==> src/rtl/timer_cnt_ctrl.sv <==
// Count-enable controller: prescaled one-cycle increment pulse for the timer counter, with debug halt handshake.
// Outputs registered one edge after the sampling edge; free-running, no backpressure.
module timer_cnt_ctrl #(
    parameter int MAX_DIV = 8,
    parameter int DIV_W   = 4
) (
    input  logic             i_clk,
    input  logic             i_rst_n,
    input  logic             i_timer_en,
    input  logic             i_div_en,
    input  logic [DIV_W-1:0] i_div_val,
    input  logic             i_debug_mode,
    input  logic             i_halt_req,
    output logic             o_cnt_en,
    output logic             o_halt_ack,
    output logic [1:0]       o_state
);

    localparam int PW = MAX_DIV + 1;

    typedef enum logic [1:0] {
        IDLE   = 2'd0,
        RUN    = 2'd1,
        HALTED = 2'd2
    } state_t;

    state_t             state;
    state_t             state_nxt;
    logic [MAX_DIV-1:0] div_cnt;
    logic [MAX_DIV-1:0] div_cnt_nxt;
    logic [MAX_DIV-1:0] limit;
    logic               div_en_q;
    logic [DIV_W-1:0]   div_val_q;
    logic [DIV_W-1:0]   div_clamp;
    logic               halt;
    logic               cfg_chg;
    logic               tick;

    // Limit comes from the registered config copies so it is stable for the whole period.
    always_comb begin
        div_clamp = (i_div_val > DIV_W'(MAX_DIV)) ? DIV_W'(MAX_DIV) : i_div_val;
        cfg_chg   = (div_en_q != i_div_en) || (div_val_q != div_clamp);
        limit     = div_en_q ? MAX_DIV'((PW'(1) << div_val_q) - PW'(1)) : '0;
        halt      = i_debug_mode && i_halt_req;
        tick      = (state == RUN) && (div_cnt == limit) && !cfg_chg;
    end

    always_comb begin
        state_nxt   = IDLE;
        div_cnt_nxt = div_cnt;
        if (halt) begin
            state_nxt = HALTED;
        end else if (i_timer_en) begin
            state_nxt = RUN;
        end
        case (state_nxt)
            IDLE: div_cnt_nxt = '0;
            RUN: begin
                // Coming out of HALTED the frozen count is kept, so the period resumes.
                if (state == RUN) begin
                    div_cnt_nxt = (div_cnt == limit) ? '0 : div_cnt + MAX_DIV'(1);
                end
            end
            HALTED: begin
                // A tick already issued on the halting edge must not be re-issued on resume.
                if ((state == RUN) && (div_cnt == limit)) begin
                    div_cnt_nxt = '0;
                end
            end
            default: div_cnt_nxt = '0;
        endcase
        if (cfg_chg) begin
            div_cnt_nxt = '0;
        end
    end

    always_ff @(posedge i_clk or negedge i_rst_n) begin
        if (!i_rst_n) begin
            state      <= IDLE;
            div_cnt    <= '0;
            div_en_q   <= 1'b0;
            div_val_q  <= '0;
            o_cnt_en   <= 1'b0;
            o_halt_ack <= 1'b0;
        end else begin
            state      <= state_nxt;
            div_cnt    <= div_cnt_nxt;
            div_en_q   <= i_div_en;
            div_val_q  <= div_clamp;
            o_cnt_en   <= tick;
            o_halt_ack <= (state_nxt == HALTED);
        end
    end

    assign o_state = state;

endmodule
==> config.mk <==
export PLATFORM = sky130hd
export DESIGN_NAME = timer_cnt_ctrl
export DESIGN_NICKNAME = d
export VERILOG_FILES = /design/src/rtl/timer_cnt_ctrl.sv
export SDC_FILE = /design/constraint.sdc
export NUM_CORES = 1
export LEC_CHECK = 0
export ABC_AREA = 1
export CORE_MARGIN = 2
export CORE_UTILIZATION = 30
export DETAILED_ROUTE_END_ITERATION = 10
export PLACE_DENSITY = 0.59
export SYNTH_ARGS = -nofsm -noshare
export SYNTH_HDL_FRONTEND = slang
export SYNTH_SLANG_ARGS = --single-unit
==> constraint.sdc <==
create_clock -name i_clk -period 4.9 [get_ports i_clk]
set_input_delay 0.49 -clock i_clk [delete_from_list [all_inputs] [get_ports i_clk]]
set_output_delay 0.49 -clock i_clk [all_outputs]
set_load 0.02 [all_outputs]
**Yosys cells after proc, flatten, opt, wreduce, memory -nomap -nowiden**

Index checks and enable logic that the tools add are counted.

- Flip-flop bits (word level): 17
- Output and inout port bits: 4
- Input bits: 10
- Logic and storage cells: 33

- Eq/ne operators: 8
- Add/subtract/negate cells: 2
- Reductions and logical operators: 6
- Multiplexer cells: 9
- $lt $le $gt $ge: 1
- Shifts and indexed selects: 1

Operator list:

| cell | number |
|---|---|
| 2-to-1 mux 8 bit | 5 |
| one-hot mux 8 bit (2 select lines) | 1 |
| adder 8 x 1 -> 8 bit (second input constant) | 1 |
| equality test 8 bit | 1 |
| << shifter 1 x 4 -> 8 bit (first input constant) | 1 |
| subtractor 8 x 2 -> 8 bit (second input constant) | 1 |
| != test 3 bit (second input constant) | 2 |
| equality test 2 x 1 -> 1 bit (second input constant) | 2 |
| greater-than comparator 4 bit (second input constant) | 1 |
| 2-to-1 mux 4 bit | 1 |
| != test 4 bit | 1 |
| logical AND 1 bit | 3 |
| equality test 2 bit (second input constant) | 1 |
| 2-to-1 mux 2 bit | 1 |
| AND reduction 2 bit | 1 |
| logical NOT 1 bit | 1 |
| logical OR 1 bit | 1 |
| 2-to-1 mux 1 bit | 1 |
| != test 1 bit | 1 |

**Depth between registers and ports, before layout**

Gate-level depths: netlist of run 1.

- Depth in word-level cells: 8
- Depth in mapped cells: 17
- Gate-level depth less buffers: 17

**Worst setup path before layout of run 1**

Ideal clock, no wire load.

- Path type: reg2reg
- From: reg div_val_q[3]
- To: reg div_cnt[0]
- Stages on the path, launching flop included: 18
- Path buffers: 0
- Slack: 2.881 ns
- Setup time: 0.117 ns
- Period minus slack after synthesis: 2.019 ns
- Data arrival time: 1.902 ns
- Data required time: 4.783 ns
- Path through: dfrtp_1 nor2_2 nand3_1 ha_1 inv_1 nand2_1 nand2_1 nand2_1 nor2_1 nand2_1 nor2_1 nand2_1 nor2_4 nand3_1 nand2_1 nor2_1 nand2_1 nand2_1

- Longest elaborated chain between the ends: 8
- Elaborated cells on any way between the ends: 14
- Those cells by class: add/sub: 1; eq/ne: 4; shift: 1; mux: 5; reduce/logical: 3

Ends and longest elaborated chain:

| item | RTL line | source |
|---|---|---|
| from (decl) | 33 | `logic [DIV_W-1:0] div_val_q;` |
| from (signal assigned) | 89 | `div_val_q <= div_clamp;` |
| << shifter 1 x 4 -> 8 bit | 43 | `limit = div_en_q ? MAX_DIV'((PW'(1) << div_val_q) - PW'(1)) : '0;` |
| subtractor 8 x 2 -> 8 bit | 43 |  |
| 2-to-1 mux 8 bit | 43 |  |
| equality test 8 bit | 61, 66 |  |
| 2-to-1 mux 8 bit | 61 | `div_cnt_nxt = (div_cnt == limit) ? '0 : div_cnt + MAX_DIV'(1);` |
| 2-to-1 mux 8 bit | 60 | `if (state == RUN) begin` |
| one-hot mux 8 bit (2 select lines) | 56 | `case (state_nxt)` |
| 2-to-1 mux 8 bit | 72 | `if (cfg_chg) begin` |
| to (signal assigned) | 87 | `div_cnt <= div_cnt_nxt;` |
| to (decl) | 29 | `logic [MAX_DIV-1:0] div_cnt;` |

Parallel ways exist; a longest one is shown, timed or not. The select of a mux whose other input is x is not followed.
A chain may end at the register's enable or synchronous reset.

**Worst setup path in the final report of run 1**

- From: reg div_val_q[3]
- To: reg div_cnt[1]

The elaborated chain is that of the path after synthesis.

==> results of run 1 <==
kinds of logic (layout without fill, tap and decap cells):
kind of cell             count (synthesis)  after routing
AO/OA/AOI/OAI                            9              9
XOR/XNOR                                10             10
adder cells (fa/ha/maj)                  2              2
buffers and inverters                   29             44
flip-flops                              17             17
AND/OR/NAND/NOR                         98             98
worst max-delay path, delay by kind of cell, from the launching register on:
| family | cells | cell delay [ns] |
|---|---|---|
| AND/OR/NAND/NOR | 14 | 1.39 |
| flip-flops | 1 | 0.45 |
| buffers and inverters | 1 | 0.06 |
| adder cells (fa/ha/maj) | 1 | 0.28 |
path summary, 6_finish.rpt:
check                        startpoint          to  cells past startpoint
max                        div_val_q[3]  div_cnt[1]                     16
min                          div_cnt[6]  div_cnt[6]                      2
max reg2reg                div_val_q[3]  div_cnt[1]                     16
min reg2reg                  div_cnt[6]  div_cnt[6]                      2
max in group asynchronous       i_rst_n  div_cnt[6]                      1
min in group asynchronous       i_rst_n  o_state[0]                      1
power by group:
part / switching [mW] / total, mW / internal (mW) / leakage [nW]
Combinational: 0.0324 / 0.0550 / 0.0226 / 0.395
Clock: 0.0451 / 0.103 / 0.0576 / 0.0228
Sequential: 0.00596 / 0.150 / 0.144 / 0.226
per-layer routing:
metal | part of all wire (%) | wire length [um] | GRT usage (%)
met5 | 0 | 0 | 0
met1 | 51 | 1210 | 17.8
met3 | 3.6 | 85 | 1.87
met4 | 1.7 | 41 | 5.36
met2 | 44 | 1050 | 19.0
stage by stage:
stage	util, %	worst slack [ns]	hold slack, ns	cell area (um^2)
2_1_floorplan	-	2.88	0.194	1160
3_3_place_gp	36.3	2.55	0.533	1340
3_5_place_dp	36.3	2.54	0.538	1340
4_1_cts	37.5	2.67	0.552	1380
5_1_grt	37.5	2.41	0.593	1380
6_report	37.5	2.67	0.548	1380
registers in the layout (all words and copies together), names as in the netlist:
| name | count |
|---|---|
| o_halt_ack | 1 |
| o_cnt_en | 1 |
| o_state | 2 |
| div_cnt | 8 |
| div_val_q | 4 |
| div_en_q | 1 |
cell usage in the layout, fill, tap and decap left out, types with 3 or more instances in the layout:
cell type | synthesis | layout
sky130_fd_sc_hd__nand3_1 | 24 | 24
sky130_fd_sc_hd__nor2_1 | 15 | 15
sky130_fd_sc_hd__o21ai_1 | 7 | 7
sky130_fd_sc_hd__clkbuf_8 | 0 | 3
sky130_fd_sc_hd__nor2_2 | 3 | 3
sky130_fd_sc_hd__nor3_1 | 3 | 3
sky130_fd_sc_hd__inv_2 | 3 | 3
sky130_fd_sc_hd__inv_1 | 24 | 24
sky130_fd_sc_hd__dfrtp_1 | 17 | 17
sky130_fd_sc_hd__clkdlybuf4s50_1 | 0 | 13
sky130_fd_sc_hd__xor2_1 | 7 | 7
sky130_fd_sc_hd__nand2_1 | 44 | 44
sky130_fd_sc_hd__nand4_1 | 4 | 4
sky130_fd_sc_hd__xnor2_1 | 3 | 3
area by class of cell:
| class | instances | share of cell area [%] |
|---|---|---|
| Clock buffer | 4 | 3.26 |
| Inverter | 27 | 7.33 |
| Multi-Input combinational cell | 119 | 44.9 |
| Sequential cell | 17 | 30.8 |
| Tap cell | 48 | 4.34 |
| Timing Repair Buffer | 13 | 9.41 |
==> flow_metrics.py, run 1 <==
metrics = {
    "layout": {
        "layout.area.seq_um2": 425,
        "fill_cells": 412,
        "final_nets": 193,
        "multi_input_comb_area_um2": 621,
        "final_layout_size_suffix_gt1_share_pct": 7.78,
        "finalNonFillerCells": 228,
        "area_delta_synth_final_pct": 19.6,
        "insertedDiodeCount": 0,
    },
    "clock_network": {
        "numCtsBuffers": 3,
        "clock_latency_ns": 0.25,
        "clockRootBuffer": "sky130_fd_sc_hd__clkbuf_8",
        "path_clk_slew_ns": 0.07,
        "holdBufCountCts": 0,
        "clock_tree_from_tritoncts": "done",
        "cts_resized": 0,
        "cts_buffer_depth": 2,
        "htreeDepth": 1,
        "postCtsSetupRepairBufs": 0,
        "tritoncts_num_sinks": 17,
    },
    "sta": {
        "fmaxAchievable_ghz": 0.448,
        "slew-limit-headroom_pct": 48.1,
        "period_minus_slack_ns": 2.23,
        "period_share_pct": 45.6,
        "worst_clock_skew_ns": 0.00456,
        "worst_pin_slew_ns": 0.776,
        "setup_tns_final_ns": 0,
        "report.final.setup_viol": 0,
        "final_hold_viol_count": 0,
        "final_max_slew_viol_count": 0,
        "grt_setup_unrepaired": "false",
    },
    "floorplan": {
        "effective_utilization_at_floorplan_pct": 31.3,
        "placeableCoreArea_um2": 3690,
        "placementRows": 22,
        "chip_height_um": 66.1,
        "die_area_um2": 4370,
        "floorplan.die.width_um": 66.1,
        "top_level_ports": 14,
    },
    "route": {
        "route.detailed.drc": 0,
        "num_vias": 1045,
        "drt_pre_antenna_iters": 6,
        "first_iter_violations": 45,
        "totalWireLength_um": 2390,
        "vias_per_cell": 4.58,
        "wl_per_cell_um": 10.5,
        "drt.antenna.violating_nets": 0,
    },
    "yosys": {
        "synth_edf_count": 0,
        "synth.cells.most_frequent": "sky130_fd_sc_hd__nand2_1 (44), sky130_fd_sc_hd__inv_1 (24), sky130_fd_sc_hd__nand3_1 (24), sky130_fd_sc_hd__dfrtp_1 (17), sky130_fd_sc_hd__nor2_1 (15)",
        "cell_type_with_the_largest_total_area_after_synthesis": "sky130_fd_sc_hd__dfrtp_1",
        "muxShareOfSynthArea_pct": 0,
        "largest_family_of_logic_cells_by_synthesized_area": "simple AND/OR/NAND/NOR gates",
        "syn_area_um2": 1160,
        "synthDominantCellAreaShare_pct": 36.8,
        "ys_warn_count": 0,
        "synth.area.top_cells": "sky130_fd_sc_hd__dfrtp_1 (37%), sky130_fd_sc_hd__nand2_1 (14%), sky130_fd_sc_hd__nand3_1 (10%), sky130_fd_sc_hd__inv_1 (7.8%), sky130_fd_sc_hd__xor2_1 (5.3%)",
        "yosysUniqueCellTypes": 21,
        "fraction_of_the_mapped_netlist_area_in_adder_cells_pct": 2.16,
        "syn_inst": 165,
        "yosys_register_bits": 17,
        "post_synth_xor_area_fraction_pct": 7.58,
        "ys.flop_type": "sky130_fd_sc_hd__dfrtp_1",
        "synth_compound_gate_area_share_pct": 4.11,
        "synth.yosys.seq_area_share_pct": 36.8,
        "postSynthAreaPerCell_um2": 7.01,
        "postSynthNetCount": 177,
        "ys_async_rst_share_pct": 100,
        "synth_simple_gate_area_share_pct": 39.8,
        "yosys.cell_count.top_type": "sky130_fd_sc_hd__nand2_1",
    },
    "job": {
        "max_cap_viol_count": 0,
    },
    "worst_setup_path": {
        "arrival_ns": 2.42,
        "cp-end-kind": "register",
        "critical-path-slowest-cell": "sky130_fd_sc_hd__dfrtp_1",
        "timing.critical_path.from_type": "register",
        "setup.worst_path.class": "reg -> reg",
        "crit_path_max_incr_delay_ns": 0.45,
        "worst-endpoint-required_ns": 5.09,
        "timing.critical_path.mode_cell": "sky130_fd_sc_hd__nand2_1",
        "path_cells": "nor2_2 -> nand3_1 -> ha_1 -> inv_1 -> nand2_1 -> nand2_1 -> nand2_1 -> nor2_1 -> nand2_1 -> nor2_1 -> nand2_1 -> nor2_4 -> nand4_4 -> nand2_1 -> nand2_1 -> nand2_1",
        "regToRegSetupSlack_ns": 2.67,
        "worst-path-max-fanout": 10,
    },
    "placement": {
        "dpl.cell_count": 224,
        "gp_routability_congestion": 0.846,
        "dpl.hpwl_um": 1850,
        "numPortBuffers": 13,
    },
    "hold_path": {
        "timing.hold.worst.class": "reg -> reg",
    },
    "global_route": {
        "gr-usage-all-layers_pct": 12.6,
        "grt_pass1_wl_um": 4290,
        "grt_max_degree": 18,
        "gr-total-overflow": 0,
        "grt_antenna_before_repair": 0,
        "via_count_of_the_first_global_routing_pass": 977,
    },
    "power": {
        "report.power.total_uw": 308,
        "peak_supply_drop_mv": 0.116,
        "p_per_area_nw_per_um2": 223,
        "total_leakage_power_nw": 0.643,
    },
    "status": {
        "outcome": "completed",
    },
}
Power figures use the tool's default switching activity.
==> run 2, diff against run 1 <==
--- a/config.mk
+++ b/config.mk
@@ -9,7 +9,7 @@
 export CORE_MARGIN = 2
 export CORE_UTILIZATION = 30
 export DETAILED_ROUTE_END_ITERATION = 10
-export PLACE_DENSITY = 0.59
+export PLACE_DENSITY = 0.61
 export SYNTH_ARGS = -nofsm -noshare
 export SYNTH_HDL_FRONTEND = slang
 export SYNTH_SLANG_ARGS = --single-unit
==> constraint.sdc (replaced) <==
create_clock -name i_clk -period 1.8 [get_ports i_clk]
set_input_delay 0.18 -clock i_clk [delete_from_list [all_inputs] [get_ports i_clk]]
set_output_delay 0.18 -clock i_clk [all_outputs]
set_load 0.02 [all_outputs]
==> run 2 against run 1 <==
  * The flow now finishes with violations (setup timing)
  * Critical path depth up 1
  * Non-clock buffer count up 14
  * Core utilization up 5.2 points
  * Total power rose to 2.9 times the previous value
  * Register-to-register slack worse by 2.9 ns
  * First-iteration DRC count down 49%
  * Final cell count up 6.6%
  * Fmax up 8.6%
  * Largest power group unchanged
==> flow_metrics.py, run 2 (synthesized netlist as in run 1, its figures left out) <==
metrics = {
    "sta": {
        "slew-limit-headroom_pct": 68.4,
        "final_hold_viol_count": 0,
        "final_max_slew_viol_count": 0,
        "worst_clock_skew_ns": 0.00475,
        "report.final.setup_viol": 9,
        "fmaxAchievable_ghz": 0.487,
        "worst_pin_slew_ns": 0.473,
        "grt_setup_unrepaired": "true",
        "timing.final.ws_setup_ns": -0.255,
        "setup_tns_final_ns": -2.06,
        "period_share_pct": 114,
        "period_minus_slack_ns": 2.06,
    },
    "status": {
        "violations": "setup timing",
        "outcome": "finished with violations",
    },
    "route": {
        "drt_pre_antenna_iters": 4,
        "first_iter_violations": 23,
        "vias_per_cell": 4.53,
        "drt.antenna.violating_nets": 0,
        "num_vias": 1101,
        "wl_per_cell_um": 10.4,
        "route.detailed.drc": 0,
        "totalWireLength_um": 2540,
    },
    "layout": {
        "insertedDiodeCount": 0,
        "final_layout_size_suffix_gt1_share_pct": 20.5,
        "core_occupancy_in_the_finished_layout_pct": 42.7,
        "layout_common_cells": "sky130_fd_sc_hd__nand2_1 (43), sky130_fd_sc_hd__inv_1 (23), sky130_fd_sc_hd__nand3_1 (20), sky130_fd_sc_hd__dfrtp_1 (16)",
        "area_delta_synth_final_pct": 36.3,
        "largest-register": "div_cnt",
        "layout.cells.most_common": "sky130_fd_sc_hd__nand2_1",
        "post-route-cell-area_um2": 1580,
        "final_nets": 208,
        "max_reg_flops": 8,
    },
    "worst_setup_path": {
        "worst-path-max-fanout": 3,
        "critical-path-slowest-cell": "sky130_fd_sc_hd__dfrtp_1",
        "worst-endpoint-required_ns": 1.95,
        "largest_delay_contributor_family_on_the_critical_path": "simple AND/OR/NAND/NOR gates",
        "setup.worst_path.class": "reg -> reg",
        "path_cells": "nor2_2 -> nand2_2 -> ha_4 -> inv_2 -> nand2_1 -> nand2_1 -> nand2_1 -> nor2_1 -> nand2_1 -> nor2_1 -> nand2_1 -> nor2_4 -> nand3_4 -> nand2_2 -> nor2_1 -> nand2_1 -> nand2_1",
        "regToRegSetupSlack_ns": -0.26,
        "cp_num_buf_inv": 1,
        "cp-end-kind": "register",
        "timing.critical_path.mode_cell": "sky130_fd_sc_hd__nand2_1",
        "arrival_ns": 2.20,
        "timing.critical_path.from_type": "register",
        "critPathLaunch": "div_val_q[1]",
        "r2r_start": "div_val_q[1]",
        "crit_path_max_incr_delay_ns": 0.41,
    },
    "clock_network": {
        "numCtsBuffers": 3,
        "holdBufCountCts": 0,
        "tritoncts_num_sinks": 17,
        "path_clk_slew_ns": 0.07,
        "clockRootBuffer": "sky130_fd_sc_hd__clkbuf_8",
        "htreeDepth": 1,
        "cts_buffer_depth": 2,
        "clock_tree_from_tritoncts": "done",
        "clock_latency_ns": 0.25,
    },
    "placement": {
        "gp_routability_congestion": 0.810,
        "dpl.hpwl_um": 1940,
        "numPortBuffers": 13,
        "placedInstanceArea_um2": 1440,
        "post-place-ws_ns": -0.248,
    },
    "global_route": {
        "via_count_of_the_first_global_routing_pass": 1006,
        "grt_antenna_before_repair": 0,
        "grt_pass1_wl_um": 4350,
        "grt_max_degree": 18,
        "gr-total-overflow": 0,
        "gr-usage-all-layers_pct": 12.9,
    },
    "floorplan": {
        "chip_height_um": 66.1,
        "effective_utilization_at_floorplan_pct": 31.3,
        "floorplan.die.width_um": 66.1,
        "top_level_ports": 14,
        "die_area_um2": 4370,
        "placementRows": 22,
        "placeableCoreArea_um2": 3690,
    },
    "power": {
        "peak_supply_drop_mv": 0.344,
        "p_per_area_nw_per_um2": 570,
        "total_leakage_power_nw": 0.719,
    },
    "job": {
        "max_cap_viol_count": 0,
    },
    "hold_path": {
        "timing.hold.worst.class": "in -> async",
    },
}
-- run 2: cell count changes in the layout (fill, tap and decap cells not counted), moves of 2 or more --
cell                      previous run  this run
sky130_fd_sc_hd__buf_4               0        14
sky130_fd_sc_hd__nand3_1            24        20
sky130_fd_sc_hd__nand3_2             1         3
sky130_fd_sc_hd__nand3_4             0         2
-- run 2: through the flow --
stage / hold slack, ns / cells / total power [mW]
2_1_floorplan: -0.116 / 165 / 0.514
3_3_place_gp: 0.527 / 236 / 0.590
3_5_place_dp: 0.526 / 236 / 0.591
4_1_cts: 0.244 / 241 / 0.894
5_1_grt: 0.253 / 243 / 0.956
6_report: 0.242 / 243 / 0.898
-- run 2: area by class of cell --
cell class,instances,area (um^2)
Fill cell,394,2110
Multi-Input combinational cell,120,703
Sequential cell,17,427
Timing Repair Buffer,27,235
Inverter,27,101
Tap cell,48,60.1
Clock buffer,3,41.3
Clock inverter,1,7.51
-- run 2: timing repair --
action | 4_1_cts | 5_1_grt
pin swaps | 0 | 5
setup buffers | 1 | 1
gates resized for setup | 1 | 10
setup endpoints to repair | 9 | 9
gates cloned | 0 | 1
-- run 2: path summary, 6_finish.rpt --
kind | to | depth (start not counted)
hold reg to reg | div_cnt[7] | 2
setup / recovery | div_cnt[0] | 17
hold / removal | o_halt_ack | 2
setup reg to reg | div_cnt[0] | 17
min in group i_clk | div_en_q | 1
max in group asynchronous | div_val_q[3] | 2
-- run 2: worst reg2reg max path, delay by kind of cell (launching register included) --
kind / cells / cell delay [ns]
fa+ha+maj: 1 / 0.24
buf+inv: 1 / 0.04
flops: 1 / 0.41
simple gates: 15 / 1.27
-- run 2: metal layers --
metal | wire (um) | vias up | global-route usage (%) | share of wire (%)
met3 | 80 | 6 | 2.04 | 3.2
met5 | 0 | - | 0 | 0
met2 | 1230 | 18 | 21.0 | 48
met4 | 48 | 0 | 6.12 | 1.9
met1 | 1180 | 491 | 16.7 | 46
li1 | - | 586 | - | -
-- run 2: where the power goes --
part	total [mW]	switching, mW	internal (mW)
Clock	0.293	0.137	0.156
Combinational	0.201	0.113	0.0886
Sequential	0.404	0.0117	0.392
==> run 3, diff against run 2 <==
--- a/config.mk
+++ b/config.mk
@@ -6,10 +6,11 @@
 export NUM_CORES = 1
 export LEC_CHECK = 0
 export ABC_AREA = 1
+export CORE_ASPECT_RATIO = 1.75
 export CORE_MARGIN = 2
-export CORE_UTILIZATION = 30
+export CORE_UTILIZATION = 35
 export DETAILED_ROUTE_END_ITERATION = 10
-export PLACE_DENSITY = 0.61
+export PLACE_DENSITY = 0.67
 export SYNTH_ARGS = -nofsm -noshare
 export SYNTH_HDL_FRONTEND = slang
 export SYNTH_SLANG_ARGS = --single-unit
==> run 3 against run 2 <==
  * The run still ends with setup timing left
  * Non-clock buffer count is 1 higher
  * Largest power group unchanged
  * Final area is 0.79% higher
  * Sequential power hardly changed
  * Sequential share of layout area is 0.21 points lower
==> flow_metrics.py, run 3 (synthesized netlist as in run 1, its figures left out) <==
metrics = {
    "clock_network": {
        "clockRootBuffer": "sky130_fd_sc_hd__clkbuf_8",
        "clock_latency_ns": 0.26,
        "path_clk_slew_ns": 0.07,
        "htreeDepth": 1,
        "numCtsBuffers": 3,
        "cts_buffer_depth": 2,
        "clock_tree_from_tritoncts": "done",
        "tritoncts_num_sinks": 17,
        "holdBufCountCts": 0,
    },
    "worst_setup_path": {
        "largest_delay_contributor_family_on_the_critical_path": "simple AND/OR/NAND/NOR gates",
        "r2r_start": "div_val_q[3]",
        "critical-path-slowest-cell": "sky130_fd_sc_hd__dfrtp_2",
        "logic_depth_of_the_worst_register_to_register_path": 17,
        "worst-path-max-fanout": 3,
        "worst_reg2reg_path_endpoint": "div_cnt[0]",
        "timing.critical_path.from_type": "register",
        "path_cells": "nor2_4 -> nand2_2 -> ha_4 -> inv_2 -> nand2_2 -> nand2_1 -> nand2_1 -> nor2_1 -> nand2_1 -> nor2_1 -> nand2_1 -> nor2_4 -> nand3_4 -> nand2_2 -> nor2_1 -> nand2_1 -> nand2_1",
        "regToRegSetupSlack_ns": -0.31,
        "worst-endpoint-required_ns": 1.96,
        "arrival_ns": 2.27,
        "timing.critical_path.mode_cell": "sky130_fd_sc_hd__nand2_1",
        "cp_num_buf_inv": 1,
        "cp-end-kind": "register",
        "setup.worst_path.class": "reg -> reg",
        "crit_path_max_incr_delay_ns": 0.43,
    },
    "placement": {
        "numPortBuffers": 13,
        "dpl.hpwl_um": 2170,
        "dpl.cell_count": 230,
        "gp_routability_congestion": 0.838,
        "post-place-ws_ns": -0.286,
    },
    "layout": {
        "final_nets": 209,
        "largest-register": "div_cnt",
        "insertedDiodeCount": 0,
        "layout.cells.most_common": "sky130_fd_sc_hd__nand2_1",
        "final_layout_size_suffix_gt1_share_pct": 21.4,
        "area_delta_synth_final_pct": 37.3,
        "fill_cells": 312,
        "layout.area.seq_um2": 427,
        "multi_input_comb_area_um2": 704,
        "finalNonFillerCells": 239,
        "max_reg_flops": 8,
        "layout_common_cells": "sky130_fd_sc_hd__nand2_1 (42), sky130_fd_sc_hd__inv_1 (23), sky130_fd_sc_hd__nand3_1 (21), sky130_fd_sc_hd__dfrtp_1 (16)",
    },
    "power": {
        "total_leakage_power_nw": 0.732,
        "peak_supply_drop_mv": 0.411,
        "report.power.total_uw": 917,
        "p_per_area_nw_per_um2": 578,
    },
    "global_route": {
        "gr-usage-all-layers_pct": 18.3,
        "grt_antenna_before_repair": 0,
        "gr-total-overflow": 0,
        "grt_pass1_wl_um": 5000,
        "grt_max_degree": 18,
        "via_count_of_the_first_global_routing_pass": 1117,
    },
    "floorplan": {
        "placementRows": 27,
        "floorplan.die.width_um": 47.4,
        "effective_utilization_at_floorplan_pct": 36.8,
        "placeableCoreArea_um2": 3140,
        "chip_height_um": 80.0,
        "die_area_um2": 3800,
        "top_level_ports": 14,
    },
    "route": {
        "drt.antenna.violating_nets": 0,
        "first_iter_violations": 70,
        "totalWireLength_um": 3070,
        "vias_per_cell": 4.98,
        "route.detailed.drc": 0,
        "drt_pre_antenna_iters": 5,
        "num_vias": 1190,
        "wl_per_cell_um": 12.9,
    },
    "sta": {
        "worst_pin_slew_ns": 0.458,
        "period_minus_slack_ns": 2.11,
        "worst_clock_skew_ns": 0.00406,
        "timing.final.ws_setup_ns": -0.312,
        "final_hold_viol_count": 0,
        "grt_setup_unrepaired": "true",
        "setup_tns_final_ns": -2.52,
        "hold_ws_ns": 0.252,
        "slew-limit-headroom_pct": 69.4,
        "period_share_pct": 117,
        "fmaxAchievable_ghz": 0.474,
        "final_max_slew_viol_count": 0,
        "report.final.setup_viol": 9,
    },
    "status": {
        "outcome": "finished with violations",
        "violations": "setup timing",
    },
    "hold_path": {
        "timing.hold.worst.class": "in -> async",
    },
    "job": {
        "max_cap_viol_count": 0,
    },
}
run 3: how the worst max path moves through the flow:
| stage | start | end | slack, ns | cells after the start |
|---|---|---|---|---|
| floorplan | div_val_q[2] | div_cnt[0] | -0.13 | 17 |
| global placement | div_val_q[0] | div_cnt[4] | -0.24 | 15 |
| detailed placement | div_val_q[1] | div_cnt[0] | -0.29 | 17 |
| CTS | div_val_q[2] | div_cnt[0] | -0.27 | 17 |
| global route | div_val_q[3] | div_cnt[0] | -0.47 | 17 |
| finish | div_val_q[3] | div_cnt[0] | -0.31 | 17 |
run 3: metal layers:
layer / GRT usage (%) / routed length (um) / up-vias
li1: - / - / 590
met1: 21.0 / 1160 / 546
met3: 2.26 / 108 / 13
met5: 0 / 0 / -
met2: 31.9 / 1710 / 41
met4: 7.78 / 98 / 0
run 3: worst reg2reg max path, stage by stage, from the launching register on:
cell	delay, ns
sky130_fd_sc_hd__dfrtp_2	0.43
sky130_fd_sc_hd__nor2_4	0.16
sky130_fd_sc_hd__nand2_2	0.09
sky130_fd_sc_hd__ha_4	0.24
sky130_fd_sc_hd__inv_2	0.06
sky130_fd_sc_hd__nand2_2	0.04
sky130_fd_sc_hd__nand2_1	0.06
sky130_fd_sc_hd__nand2_1	0.05
sky130_fd_sc_hd__nor2_1	0.08
sky130_fd_sc_hd__nand2_1	0.05
sky130_fd_sc_hd__nor2_1	0.08
sky130_fd_sc_hd__nand2_1	0.09
sky130_fd_sc_hd__nor2_4	0.21
sky130_fd_sc_hd__nand3_4	0.13
sky130_fd_sc_hd__nand2_2	0.10
sky130_fd_sc_hd__nor2_1	0.04
sky130_fd_sc_hd__nand2_1	0.06
sky130_fd_sc_hd__nand2_1	0.04
run 3: final cells by class:
cell class	count	area share [%]
Clock inverter	1	0.315
Timing Repair Buffer	28	16.1
Clock buffer	3	2.60
Tap cell	43	3.39
Inverter	27	6.38
Multi-Input combinational cell	120	44.4
Sequential cell	17	26.9
run 3: repair_timing:
| item | 4_1_cts | 5_1_grt |
|---|---|---|
| cloned | 0 | 1 |
| setup buffers | 2 | 2 |
| pin swaps | 0 | 6 |
| endpoints found under the setup margin | 9 | 9 |
| endpoints found under the hold margin | 0 | 0 |
| resized for setup | 1 | 11 |
run 3: metrics by stage:
stage | area (um^2) | utilization (%)
after floorplan | 1170 | -
after global placement | 1440 | 45.8
after detailed placement | 1440 | 45.8
after CTS | 1500 | 47.8
after global routing | 1590 | 50.5
final | 1590 | 50.5
run 3: report_power, final:
part	leakage, nW	total (mW)	internal, mW	switching [mW]
registers	0.225	0.404	0.392	0.0118
clock network	0.0255	0.299	0.154	0.145
logic	0.482	0.214	0.0941	0.120
total	0.732	0.917	0.640	0.277
